--- config.mk ---
export PLATFORM = sky130hd
export DESIGN_NAME = accumulator_par_flat
export DESIGN_NICKNAME = d
export VERILOG_FILES = /design/src/rtl/accumulator_par_if.sv /design/src/rtl/accumulator_par.sv /design/src/flat_wrapper.sv
export SDC_FILE = /design/constraint.sdc
export NUM_CORES = 1
export LEC_CHECK = 0
export BUFFER_PORTS_ARGS = -buffer_cell sky130_fd_sc_hd__buf_2
export CORE_UTILIZATION = 40
export CTS_BUF_LIST = sky130_fd_sc_hd__clkbuf_16
export CTS_CLUSTER_SIZE = 10
export DETAILED_ROUTE_END_ITERATION = 10
export GPL_TIMING_DRIVEN = 1
export SYNTH_ARGS = -nofsm -noshare
export SYNTH_HDL_FRONTEND = slang
export SYNTH_SLANG_ARGS = --single-unit
--- constraint.sdc ---
create_clock -name clk -period 2.45 [get_ports clk]
set_clock_uncertainty 0.1 [all_clocks]
set_input_delay 0.1225 -clock clk [delete_from_list [all_inputs] [get_ports clk]]
set_output_delay 0.1225 -clock clk [all_outputs]
set_load 0.03 [all_outputs]
--- src/rtl/accumulator_par_if.sv ---
// accumulator_par_if: sample/result bundle for accumulator_par.
//   master : producer/consumer side; drives in_valid, in_data, result_ready
//   slave  : accumulator side; drives in_ready, result_valid, result,
//            overflow, beat_count
// Parameters must match those of the accumulator_par instance attached.
interface accumulator_par_if #(
   parameter int DATA_W      = 16,
   parameter int LANES       = 4,
   parameter int SUM_W       = 32,
   parameter int BLOCK_BEATS = 256
);
   localparam int BC_W = $clog2(BLOCK_BEATS + 1);

   logic                    in_valid;
   logic                    in_ready;
   logic [LANES*DATA_W-1:0] in_data;
   logic                    result_valid;
   logic                    result_ready;
   logic [SUM_W-1:0]        result;
   logic                    overflow;
   logic [BC_W-1:0]         beat_count;

   modport master (
      output in_valid, in_data, result_ready,
      input  in_ready, result_valid, result, overflow, beat_count
   );

   modport slave (
      input  in_valid, in_data, result_ready,
      output in_ready, result_valid, result, overflow, beat_count
   );
endinterface

--- src/rtl/accumulator_par.sv ---
// accumulator_par: multi-lane block accumulator.
// Takes LANES unsigned DATA_W samples per beat, reduces them through a
// registered adder tree and sums BLOCK_BEATS beats into one SUM_W result,
// offered on a valid/ready result port before the next block starts.
//   clk    : system clock, rising edge
//   reset  : synchronous, active-high; also forces in_ready low while high
//   clear  : synchronous abort of the current block, result zeroed
//   bus    : accumulator_par_if.slave (input beats, result, overflow,
//            beat_count)
// Optional build macro ACC_SAT_EN: accumulate add saturates at 2^SUM_W-1
// instead of wrapping. overflow, ports and latency are the same either way.
//
// state    | meaning
// ---------+--------------------------------------------------------------
// ST_ACCUM | accepting beats, in_ready=1
// ST_DRAIN | last beat taken, waiting for the tree/accumulator to empty
// ST_HOLD  | result_valid=1, waiting for result_ready
module accumulator_par #(
   parameter int DATA_W      = 16,
   parameter int LANES       = 4,
   parameter int SUM_W       = 32,
   parameter int BLOCK_BEATS = 256
) (
   input logic               clk,
   input logic               reset,
   input logic               clear,
   accumulator_par_if.slave  bus
);
   localparam int LEVELS = $clog2(LANES);
   localparam int LAT    = LEVELS + 2;
   localparam int CNT_W  = $clog2(LAT);
   localparam int BC_W   = $clog2(BLOCK_BEATS + 1);
   // Heap-ordered tree: node 0 is the root, leaves are LANES-1 .. 2*LANES-2.
   localparam int NODES  = 2*LANES - 1;

   localparam logic [1:0] ST_ACCUM = 2'd0;
   localparam logic [1:0] ST_DRAIN = 2'd1;
   localparam logic [1:0] ST_HOLD  = 2'd2;

   logic [1:0]       state_q,      state_d;
   logic [BC_W-1:0]  beat_count_q, beat_count_d;
   logic [CNT_W-1:0] drain_cnt_q,  drain_cnt_d;
   logic [LEVELS:0]  vld_q,        vld_d;
   logic [SUM_W-1:0] node_q [NODES];
   logic [SUM_W-1:0] node_d [NODES];
   logic [SUM_W-1:0] acc_q,        acc_d;
   logic             ovf_q,        ovf_d;
   logic [SUM_W-1:0] result_q,     result_d;
   logic [SUM_W:0]   sum_ext;
   logic             in_ready;
   logic             accept;

   assign in_ready = (state_q == ST_ACCUM) && !reset;
   assign accept   = bus.in_valid && in_ready;

   assign bus.in_ready     = in_ready;
   assign bus.result_valid = (state_q == ST_HOLD);
   assign bus.result       = result_q;
   assign bus.overflow     = ovf_q;
   assign bus.beat_count   = beat_count_q;

   always_comb begin
      state_d      = state_q;
      beat_count_d = beat_count_q;
      drain_cnt_d  = drain_cnt_q;
      node_d       = node_q;
      acc_d        = acc_q;
      ovf_d        = ovf_q;
      result_d     = result_q;
      sum_ext      = {1'b0, acc_q} + {1'b0, node_q[0]};

      // Internal nodes are recomputed every cycle; only valid data is summed.
      for (int i = 0; i < LANES-1; i++) begin
         node_d[i] = node_q[2*i+1] + node_q[2*i+2];
      end
      if (accept) begin
         for (int i = 0; i < LANES; i++) begin
            node_d[LANES-1+i] = SUM_W'(bus.in_data[i*DATA_W +: DATA_W]);
         end
      end

      vld_d[0] = accept;
      for (int i = 1; i <= LEVELS; i++) begin
         vld_d[i] = vld_q[i-1];
      end

      if (vld_q[LEVELS]) begin
`ifdef ACC_SAT_EN
         // Once saturated, further carries keep the value pinned at max.
         acc_d = sum_ext[SUM_W] ? '1 : sum_ext[SUM_W-1:0];
`else
         acc_d = sum_ext[SUM_W-1:0];
`endif
         ovf_d = ovf_q | sum_ext[SUM_W];
      end

      case (state_q)
         ST_ACCUM: begin
            if (accept) begin
               beat_count_d = beat_count_q + 1'b1;
               if (beat_count_q == BC_W'(BLOCK_BEATS - 1)) begin
                  state_d     = ST_DRAIN;
                  drain_cnt_d = CNT_W'(LAT - 1);
               end
            end
         end
         ST_DRAIN: begin
            if (drain_cnt_q == '0) begin
               state_d  = ST_HOLD;
               result_d = acc_q;
            end else begin
               drain_cnt_d = drain_cnt_q - 1'b1;
            end
         end
         ST_HOLD: begin
            if (bus.result_ready) begin
               state_d      = ST_ACCUM;
               acc_d        = '0;
               ovf_d        = 1'b0;
               beat_count_d = '0;
               vld_d        = '0;
            end
         end
         default: state_d = ST_ACCUM;
      endcase

      if (clear) begin
         state_d      = ST_ACCUM;
         beat_count_d = '0;
         drain_cnt_d  = '0;
         vld_d        = '0;
         acc_d        = '0;
         ovf_d        = 1'b0;
         result_d     = '0;
         for (int i = 0; i < NODES; i++) begin
            node_d[i] = '0;
         end
      end
   end

   always_ff @(posedge clk) begin
      if (reset) begin
         state_q      <= ST_ACCUM;
         beat_count_q <= '0;
         drain_cnt_q  <= '0;
         vld_q        <= '0;
         acc_q        <= '0;
         ovf_q        <= 1'b0;
         result_q     <= '0;
         for (int i = 0; i < NODES; i++) begin
            node_q[i] <= '0;
         end
      end else begin
         state_q      <= state_d;
         beat_count_q <= beat_count_d;
         drain_cnt_q  <= drain_cnt_d;
         vld_q        <= vld_d;
         acc_q        <= acc_d;
         ovf_q        <= ovf_d;
         result_q     <= result_d;
         node_q       <= node_d;
      end
   end
endmodule

--- src/flat_wrapper.sv ---
// flat-port wrapper written by rule: the top's interface ports become plain ports
module accumulator_par_flat 
#(
   parameter int DATA_W      = 16,
   parameter int LANES       = 4,
   parameter int SUM_W       = 32,
   parameter int BLOCK_BEATS = 256
)
  (clk, reset, clear, bus_in_valid, bus_in_data, bus_result_ready, bus_in_ready, bus_result_valid, bus_result, bus_overflow, bus_beat_count);
  accumulator_par_if #(.DATA_W(DATA_W), .LANES(LANES), .SUM_W(SUM_W), .BLOCK_BEATS(BLOCK_BEATS)) bus_i ();
  input logic clk;
  input logic reset;
  input logic clear;
  input wire logic [$bits(bus_i.in_valid)-1:0] bus_in_valid;
  input wire logic [$bits(bus_i.in_data)-1:0] bus_in_data;
  input wire logic [$bits(bus_i.result_ready)-1:0] bus_result_ready;
  output wire logic [$bits(bus_i.in_ready)-1:0] bus_in_ready;
  output wire logic [$bits(bus_i.result_valid)-1:0] bus_result_valid;
  output wire logic [$bits(bus_i.result)-1:0] bus_result;
  output wire logic [$bits(bus_i.overflow)-1:0] bus_overflow;
  output wire logic [$bits(bus_i.beat_count)-1:0] bus_beat_count;
  assign bus_i.in_valid = bus_in_valid;
  assign bus_i.in_data = bus_in_data;
  assign bus_i.result_ready = bus_result_ready;
  assign bus_in_ready = bus_i.in_ready;
  assign bus_result_valid = bus_i.result_valid;
  assign bus_result = bus_i.result;
  assign bus_overflow = bus_i.overflow;
  assign bus_beat_count = bus_i.beat_count;
  accumulator_par #(.DATA_W(DATA_W), .LANES(LANES), .SUM_W(SUM_W), .BLOCK_BEATS(BLOCK_BEATS)) u_core (.clk(clk), .reset(reset), .clear(clear), .bus(bus_i));
endmodule
==> impl_metrics.toml, run 1 <==
[outcome]
outcome = "complete, no violations"

[grt]
grt_start_max_net_pins = 67
grt_overflow_total = 0
grt_pass1_vias = 7556
track_usage = 0.1833
grt_antenna_before_repair = 0
grt_pass1_wl_mm = 36.08

[pwr]
total_power_mw = 6.362
leakagePower_nw = 4.913
vdd_drop_max_mv = 0.3402
powerDensity_nw_per_um2 = 528.4

[logic_synthesis]
async_flop_share = 0
synth_top_area_frac = 0.4160
synth_ff_type = "dfxtp_1"
synth.distinct_cells = 64
netlist_area_um2 = 9480
ys_top_cells_by_area = "dfxtp_1 (42%), ha_1 (9.2%), nand2_1 (9.0%), a21oi_1 (8.3%), nor2_1 (2.9%)"
synth_nets = 1286
seq_area_frac_synth = 0.4160
synth-edff-count = 0
syn_area_per_cell_um2 = 8.294
ys_ff_latch = 197
synth.cells.most_frequent = "nand2_1 (228), dfxtp_1 (197), a21oi_1 (157)"
yosys_warnings = 0
yosys.area.top_type = "dfxtp_1"
yosysMostFrequentCell = "nand2_1"
netlist_instances = 1143

[setup_path]
cp-end-kind = "flip-flop"
worstPathRequired_ps = 2670
crit_path_start_kind = "flip-flop"
arrival_ps = 2610
path_max_fanout = 3
worstSetupPathType = "reg2reg"

[floorplanning]
io_pins = 113
die-height_um = 156.0
coreArea_um2 = 22920
rows = 55
die_w_um = 156.0
start_util = 0.4137
die-area_um2 = 24320

[finish]
diodes = 0
final_area_um2 = 12040
syn_to_final_growth_pct = 27.00
post-route-util = 0.5254
seq_area_um2 = 3953
fin_nets = 1477
multiInputGateArea_um2 = 5419
drive_gt1_frac = 0.1797
fillers = 2232

[sta]
fin_crit_ps = 2387
worst_pin_slew_ps = 703.3
setup_viol = 0
min_period_over_period = 0.9743
fmax_mhz = 418.9
hold_viol = 0
fin_setup_tns_ps = 0
report.final.slew_viol_count = 0
rsz0062_at_grt = "yes"
slew_headroom = 0.5311

[clock_network]
cts_buffers = 17
clock_latency_ps = 430
numClockSinks = 197
path_clk_slew_ps = 70
htreeDepth = 4
cts_root_buf = "clkbuf_16"
clockBufferDepth = 2
tritoncts = "done"

[place]
gp_congestion = 0.8678
post_dp_cell_area_um2 = 10570
dp_hpwl_mm = 15.02
io_buffers = 112

[route]
drtIter0Drc = 311
vias = 8206
vias_per_cell = 4.943
drc = 0
routed_wirelength_mm = 21.54
first_pass_iters = 5
antenna_left = 0
wl_per_cell_um = 12.97

[flow_run]
drv_cap = 0

[min_path]
worstHoldPathType = "in2reg"
==> through the flow <==
| step | std cells | setup slack (ps) | hold slack [ps] |
|---|---|---|---|
| after floorplan | 1143 | 25.26 | 94.88 |
| after global placement | 1557 | -10.21 | 265.1 |
| after detailed placement | 1557 | -41.63 | 268.0 |
| after CTS | 1656 | 1.272 | 11.81 |
| after global routing | 1660 | -18.49 | 47.19 |
| final | 1660 | 63.07 | 34.40 |
==> cell families (layout without fill, tap and decap cells) <==
| family | Yosys count | count (layout) | synth area share |
|---|---|---|---|
| buf+inv | 83 | 287 | 0.03379 |
| simple gates | 435 | 435 | 0.2060 |
| mux | 17 | 17 | 0.01795 |
| flops | 197 | 197 | 0.4160 |
| xor+xnor | 39 | 39 | 0.03603 |
| fa+ha+maj | 74 | 74 | 0.1008 |
| compound gates | 298 | 298 | 0.1894 |
==> layer usage <==
| layer | routed length (µm) | vias up | track usage |
|---|---|---|---|
| met4 | 193 | 0 | 0.05322 |
| met5 | 0 | - | 0 |
| met1 | 10960 | 3738 | 0.2498 |
| met2 | 9931 | 91 | 0.2980 |
| met3 | 449 | 10 | 0.02861 |
| li1 | - | 4367 | - |
==> flip-flops by register name (all words and copies together), names as in the netlist <==
| register | cells |
|---|---|
| u_core.acc_q | 32 |
| u_core.bus.beat_count | 9 |
| u_core.bus.overflow | 1 |
| u_core.bus.result | 32 |
| u_core.drain_cnt_q | 2 |
| u_core.node_q | 116 |
| u_core.state_q | 2 |
| u_core.vld_q | 3 |
==> final timing paths <==
| check | end | slack (ps) | cells past startpoint | startpoint |
|---|---|---|---|---|
| setup / recovery | u_core.acc_q[10] | 60 | 9 | u_core.acc_q[0] |
| hold / removal | u_core.bus.beat_count[6] | 30 | 3 | bus_in_valid |
| setup reg to reg | u_core.acc_q[10] | 60 | 9 | u_core.acc_q[0] |
| hold reg to reg | u_core.vld_q[1] | 340 | 1 | u_core.vld_q[0] |
==> final cells by class <==
type	count	share of cell area
Multi-Input combinational cell	863	0.4501
Tap cell	313	0.03253
Clock inverter	15	0.01143
Inverter	32	0.009976
Timing Repair Buffer	223	0.1324
Clock buffer	17	0.03533
Sequential cell	197	0.3283
==> cells in the final DEF, fill, tap and decap left out, types with 13 or more instances in the layout <==
cell type and count:
dfxtp_1 190, and3_1 13, ha_1 61, xnor2_1 17
buf_2 112, o21ai_1 13, nand3_1 22, inv_1 32
clkbuf_16 17, nand2_1 227, or3_1 19, a21oi_1 154
mux2i_1 17, o21a_1 15, nor3_1 18, xor2_1 22
o21ai_0 27, a21o_1 19, buf_4 40, nor2_1 73
dlygate4sd3_1 67
==> critical path, stage by stage (launching register included) <==
cell	delay (ps)
dfxtp_2	340
ha_4	160
fa_2	330
a21o_1	180
a31o_1	200
a21o_1	180
a21o_1	200
a31oi_1	180
mux2i_1	100
a311o_1	310
==> where the power goes <==
part	leakage, nW	internal, mW	switching (mW)	total, mW
registers	1.59	3.23	0.0191	3.25
clock network	0.278	1.35	1.35	2.70
logic	3.04	0.196	0.216	0.411
total	4.91	4.78	1.58	6.36
==> repair_timing <==
item / CTS / global route
pin swaps: 3 / 19
gates resized for setup: 4 / 48
hold buffers: 67 / 0
endpoints found under the hold margin: 70 / 0
buffers inserted: 0 / 4
setup endpoints to repair: 7 / 32
Note: power is estimated with default switching activity, not from simulation.
==> run 2: changes to the inputs <==
--- a/config.mk
+++ b/config.mk
@@ -11,6 +11,7 @@
 export CTS_CLUSTER_SIZE = 10
 export DETAILED_ROUTE_END_ITERATION = 10
 export GPL_TIMING_DRIVEN = 1
+export PLACE_DENSITY = 0.62
 export SYNTH_ARGS = -nofsm -noshare
 export SYNTH_HDL_FRONTEND = slang
 export SYNTH_SLANG_ARGS = --single-unit
==> run 2 against run 1 <==
Effect of this change: final area shrank 0.30%; maximum frequency shrank 0.60%; global-route usage grew 0.077 points; critical path depth is the same; sequential share of layout area grew 0.068 points; total power grew 2.9%; clock-buffer cell count is the same; setup slack lost 14 ps; combinational power is essentially flat.
==> impl_metrics.toml, run 2 (synthesis gave the netlist of run 1 again) <==
[setup_path]
arrival_ps = 2620
r2r_end = "u_core.acc_q[10]"
cp-endpoint = "u_core.acc_q[10]"
r2r_setup_slack_ps = 50
path_max_fanout = 3
r2r_cells = 9
worstSetupPathType = "reg2reg"
worstPathRequired_ps = 2670
crit_path_start_kind = "flip-flop"
startpoint = "u_core.acc_q[0]"
regToRegStartpoint = "u_core.acc_q[0]"
cp-end-kind = "flip-flop"

[outcome]
outcome = "complete, no violations"

[pwr]
pwr-share-clk = 0.441
powerDensity_nw_per_um2 = 545.3
p_switching_mw = 1.564
leakagePower_nw = 4.933
total_power_mw = 6.546
vdd_drop_max_mv = 0.4051
p_sw_frac = 0.2389
intPower_mw = 4.982
power_frac_comb = 0.062
seq_power_share = 0.497

[clock_network]
tritoncts = "done"
cts_root_buf = "clkbuf_16"
path_clk_slew_ps = 70
numClockSinks = 197
cts_buffers = 17
clock_latency_ps = 430
clockBufferDepth = 2
htreeDepth = 4

[grt]
grt_pass1_wl_mm = 36.48
grt_overflow_total = 0
grt_antenna_before_repair = 0
grt_start_max_net_pins = 77
track_usage = 0.1841
grt_pass1_vias = 7742

[sta]
min_period_over_period = 0.9802
hold_viol = 0
fin_ws_ps = 48.60
worst_pin_slew_ps = 699.1
fin_crit_ps = 2401
fmax_mhz = 416.4
rsz0062_at_grt = "yes"
setup_viol = 0
slew_headroom = 0.5339
report.final.slew_viol_count = 0

[route]
drtIter0Drc = 374
routed_wirelength_mm = 21.71
drc = 0
wl_per_cell_um = 13.10
vias = 8290
antenna_left = 0
vias_per_cell = 5.000
first_pass_iters = 5

[finish]
largest_register_ffs = 116
final_cell_mix = "nand2_1 (227), dfxtp_1 (193), a21oi_1 (153)"
fillers = 2173
top_register = "u_core.node_q"
diodes = 0
fin_nets = 1475
drive_gt1_frac = 0.1688
post-route-util = 0.5238
final_common_cell = "nand2_1"
syn_to_final_growth_pct = 26.62

[place]
dp_hpwl_mm = 14.92
io_buffers = 112
gp_congestion = 0.9166
dp_slack_ps = -24.60

[min_path]
worstHoldPathType = "in2reg"

[floorplanning]
io_pins = 113
rows = 55
die-height_um = 156.0
die-area_um2 = 24320
die_w_um = 156.0
start_util = 0.4137
coreArea_um2 = 22920

[flow_run]
drv_cap = 0
## run 2: power by group through the flow
stage / registers (mW) / clock network, mW / logic, mW
3_3_place_gp: 3.33 / 0 / 0.321
6_report: 3.25 / 2.88 / 0.409
5_1_grt: 3.26 / 3.09 / 0.453
3_5_place_dp: 3.33 / 0 / 0.323
4_1_cts: 3.25 / 2.96 / 0.405
2_1_floorplan: 3.32 / 0 / 0.196
## run 2: what timing repair did
item,in CTS,in global routing
gates cloned,0,0
endpoints found under the hold margin,70,0
setup buffers,0,1
pin swaps,3,15
endpoints found under the setup margin,3,30
hold buffers,66,0
resized for setup,2,32
## run 2: critical path, stage by stage (launching register included)
cell	delay [ps]
dfxtp_2	340
ha_4	160
fa_2	360
a21o_1	190
a31o_1	240
a21o_1	160
a21o_1	190
a31oi_1	180
mux2i_1	100
a311o_1	260
## run 2: stage by stage
stage / instances / instance area (µm²) / hold WS (ps) / setup TNS (ps)
2_1_floorplan: 1143 / 9483 / 94.88 / 0
3_3_place_gp: 1559 / 10580 / 263.4 / 0
3_5_place_dp: 1559 / 10580 / 267.4 / -34.51
4_1_cts: 1657 / 11850 / 4.015 / 0
5_1_grt: 1658 / 12000 / 18.33 / -103.3
6_report: 1658 / 12000 / 15.11 / 0
## run 2: layer usage
metal,vias up,share of wire,GRT usage
li1,4366,-,-
met1,3750,0.49,0.2447
met3,19,0.035,0.03306
met2,155,0.47,0.3055
met5,-,0,0
met4,0,0.0091,0.04949
## run 2: worst min path at each step
| stage | cells after the start | start | to | slack [ps] |
|---|---|---|---|---|
| 2_1_floorplan | 1 | clear | u_core.vld_q[0] | 90 |
| 3_3_place_gp | 3 | bus_in_data[55] | u_core.node_q[7] | 260 |
| 4_1_cts | 3 | reset | u_core.node_q[174] | 4 |
| 6_report | 3 | reset | u_core.node_q[208] | 20 |
| 5_1_grt | 3 | reset | u_core.node_q[174] | 20 |
| 3_5_place_dp | 3 | bus_in_data[4] | u_core.node_q[100] | 270 |
## run 2: layout make-up
class,instances,area [µm²],area share
Clock inverter,15,183.9,0.01532
Tap cell,313,391.6,0.03262
Multi-Input combinational cell,863,5358,0.4463
Clock buffer,17,425.4,0.03544
Inverter,32,120.1,0.01001
Timing Repair Buffer,221,1577,0.1313
Sequential cell,197,3949,0.3290
==> run 3: changes to the inputs <==
--- a/config.mk
+++ b/config.mk
@@ -12,6 +12,7 @@
 export DETAILED_ROUTE_END_ITERATION = 10
 export GPL_TIMING_DRIVEN = 1
 export PLACE_DENSITY = 0.62
+export SETUP_SLACK_MARGIN = 0.05
 export SYNTH_ARGS = -nofsm -noshare
 export SYNTH_HDL_FRONTEND = slang
 export SYNTH_SLANG_ARGS = --single-unit
==> run 3 against run 2 <==
Effect of this change: maximum frequency increased by 0.49%; setup slack better by 12 ps; sequential power about the same; total power fell by 0.90%; register-to-register slack about the same; clock power down 2%; global-route usage increased by 0.25 points; combinational power rose by 3%; die area unchanged; flip-flop and latch count stayed put; first-iteration DRC count fell by 10%; clock-buffer cell count did not move; critical path type unchanged; critical endpoint is now u_core.acc_q[14]; largest cell class unchanged.
==> impl_metrics.toml, run 3 (synthesis gave the netlist of run 1 again) <==
[clock_network]
clock_latency_ps = 440
path_clk_slew_ps = 70
clockBufferDepth = 2
cts_root_buf = "clkbuf_16"
htreeDepth = 4
tritoncts = "done"
cts_buffers = 17
numClockSinks = 197

[place]
dp_slack_ps = -60.49
io_buffers = 112
post_dp_cell_area_um2 = 10620
dp_hpwl_mm = 15.26
gp_congestion = 0.8698

[sta]
fin_ws_ps = 60.30
report.final.slew_viol_count = 0
setup_viol = 0
hold_viol = 0
slew_headroom = 0.6404
rsz0062_at_grt = "yes"
fin_crit_ps = 2390
min_period_over_period = 0.9754
fmax_mhz = 418.5
worst_pin_slew_ps = 539.3

[setup_path]
crit_path_start_kind = "flip-flop"
max_stage_delay_ps = 340
crit_chain = "ha_4 -> fa_2 -> a21o_1 -> a31o_1 -> a21o_1 -> a21o_1 -> a2bb2oi_2 -> mux2i_1 -> a311o_1"
worst-path-buf-inv = 0
cp-end-kind = "flip-flop"
timing.critical_path.mode_cell = "a21o_1"
path_max_fanout = 3
critical-path-slowest-cell = "dfxtp_2"
arrival_ps = 2610
crit_family = "compound AO/OA/AOI/OAI gates"
worstSetupPathType = "reg2reg"
worstPathRequired_ps = 2670

[floorplanning]
die-height_um = 156.0
die_w_um = 156.0
io_pins = 113
start_util = 0.4137
die-area_um2 = 24320
rows = 55
coreArea_um2 = 22920

[grt]
grt_pass1_vias = 7848
grt_antenna_before_repair = 1
grt_overflow_total = 0
grt_pass1_wl_mm = 36.88
track_usage = 0.1866
grt_start_max_net_pins = 68

[finish]
final_area_um2 = 12280
largest_register_ffs = 116
syn_to_final_growth_pct = 29.56
multiInputGateArea_um2 = 5538
post-route-util = 0.5360
seq_area_um2 = 3953
drive_gt1_frac = 0.1990
final_common_cell = "nand2_1"
top_register = "u_core.node_q"
fin_nets = 1487
final_cell_mix = "nand2_1 (227), dfxtp_1 (190), a21oi_1 (150)"
fillers = 2162

[route]
drtIter0Drc = 336
routed_wirelength_mm = 22.24
wl_per_cell_um = 13.31
vias = 8386
first_pass_iters = 4
vias_per_cell = 5.019
antenna_left = 0
drc = 0

[pwr]
total_power_mw = 6.487
powerDensity_nw_per_um2 = 528.1
vdd_drop_max_mv = 0.3691
leakagePower_nw = 4.980

[outcome]
outcome = "complete, no violations"

[min_path]
worstHoldPathType = "in2reg"

[flow_run]
drv_cap = 0
[run 3: final timing paths]
| check | start | end | slack [ps] | cells after the start |
|---|---|---|---|---|
| min | reset | u_core.node_q[175] | 10 | 3 |
| min reg2reg | u_core.vld_q[0] | u_core.vld_q[1] | 330 | 1 |
| max reg2reg | u_core.acc_q[0] | u_core.acc_q[14] | 60 | 9 |
| max | u_core.acc_q[0] | u_core.acc_q[14] | 60 | 9 |
[run 3: metrics by stage]
stage,setup TNS (ps),instances,hold WS [ps]
after detailed placement,-259.7,1562,268.0
after floorplan,0,1143,94.88
after global routing,-206.5,1671,41.29
after CTS,0,1663,6.260
final,0,1671,13.20
after global placement,-20.37,1562,264.4
[run 3: per-layer routing]
metal | GRT usage | share of wire | vias up
met1 | 0.2442 | 0.49 | 3824
met3 | 0.02833 | 0.028 | 26
met5 | 0 | 0 | -
met2 | 0.3123 | 0.47 | 147
li1 | - | - | 4389
met4 | 0.06303 | 0.017 | 0
[run 3: timing repair]
action	CTS	global route
endpoints found under the setup margin	17	31
gates cloned	1	0
hold buffers	66	0
endpoints found under the hold margin	70	0
gates resized for setup	14	59
pin swaps	5	35
buffers inserted	2	7
[run 3: report_power, final]
part	leakage [nW]	total, mW	switching (mW)	internal [mW]
registers	1.59	3.26	0.0200	3.24
logic	3.10	0.420	0.220	0.200
clock network	0.282	2.81	1.28	1.53
[run 3: tightest hold or removal path: cells and delay by family]
| family | cells | cell delay (ps) |
|---|---|---|
| buf+inv | 1 | 190 |
| simple gates | 1 | 130 |
| compound gates | 1 | 50 |
[run 3: layout make-up]
class,count,area share
Multi-Input combinational cell,863,0.4509
Antenna cell,1,0.0002037
Timing Repair Buffer,233,0.1370
Clock buffer,17,0.03463
Clock inverter,15,0.01385
Inverter,32,0.009779
Tap cell,313,0.03188
Sequential cell,197,0.3218
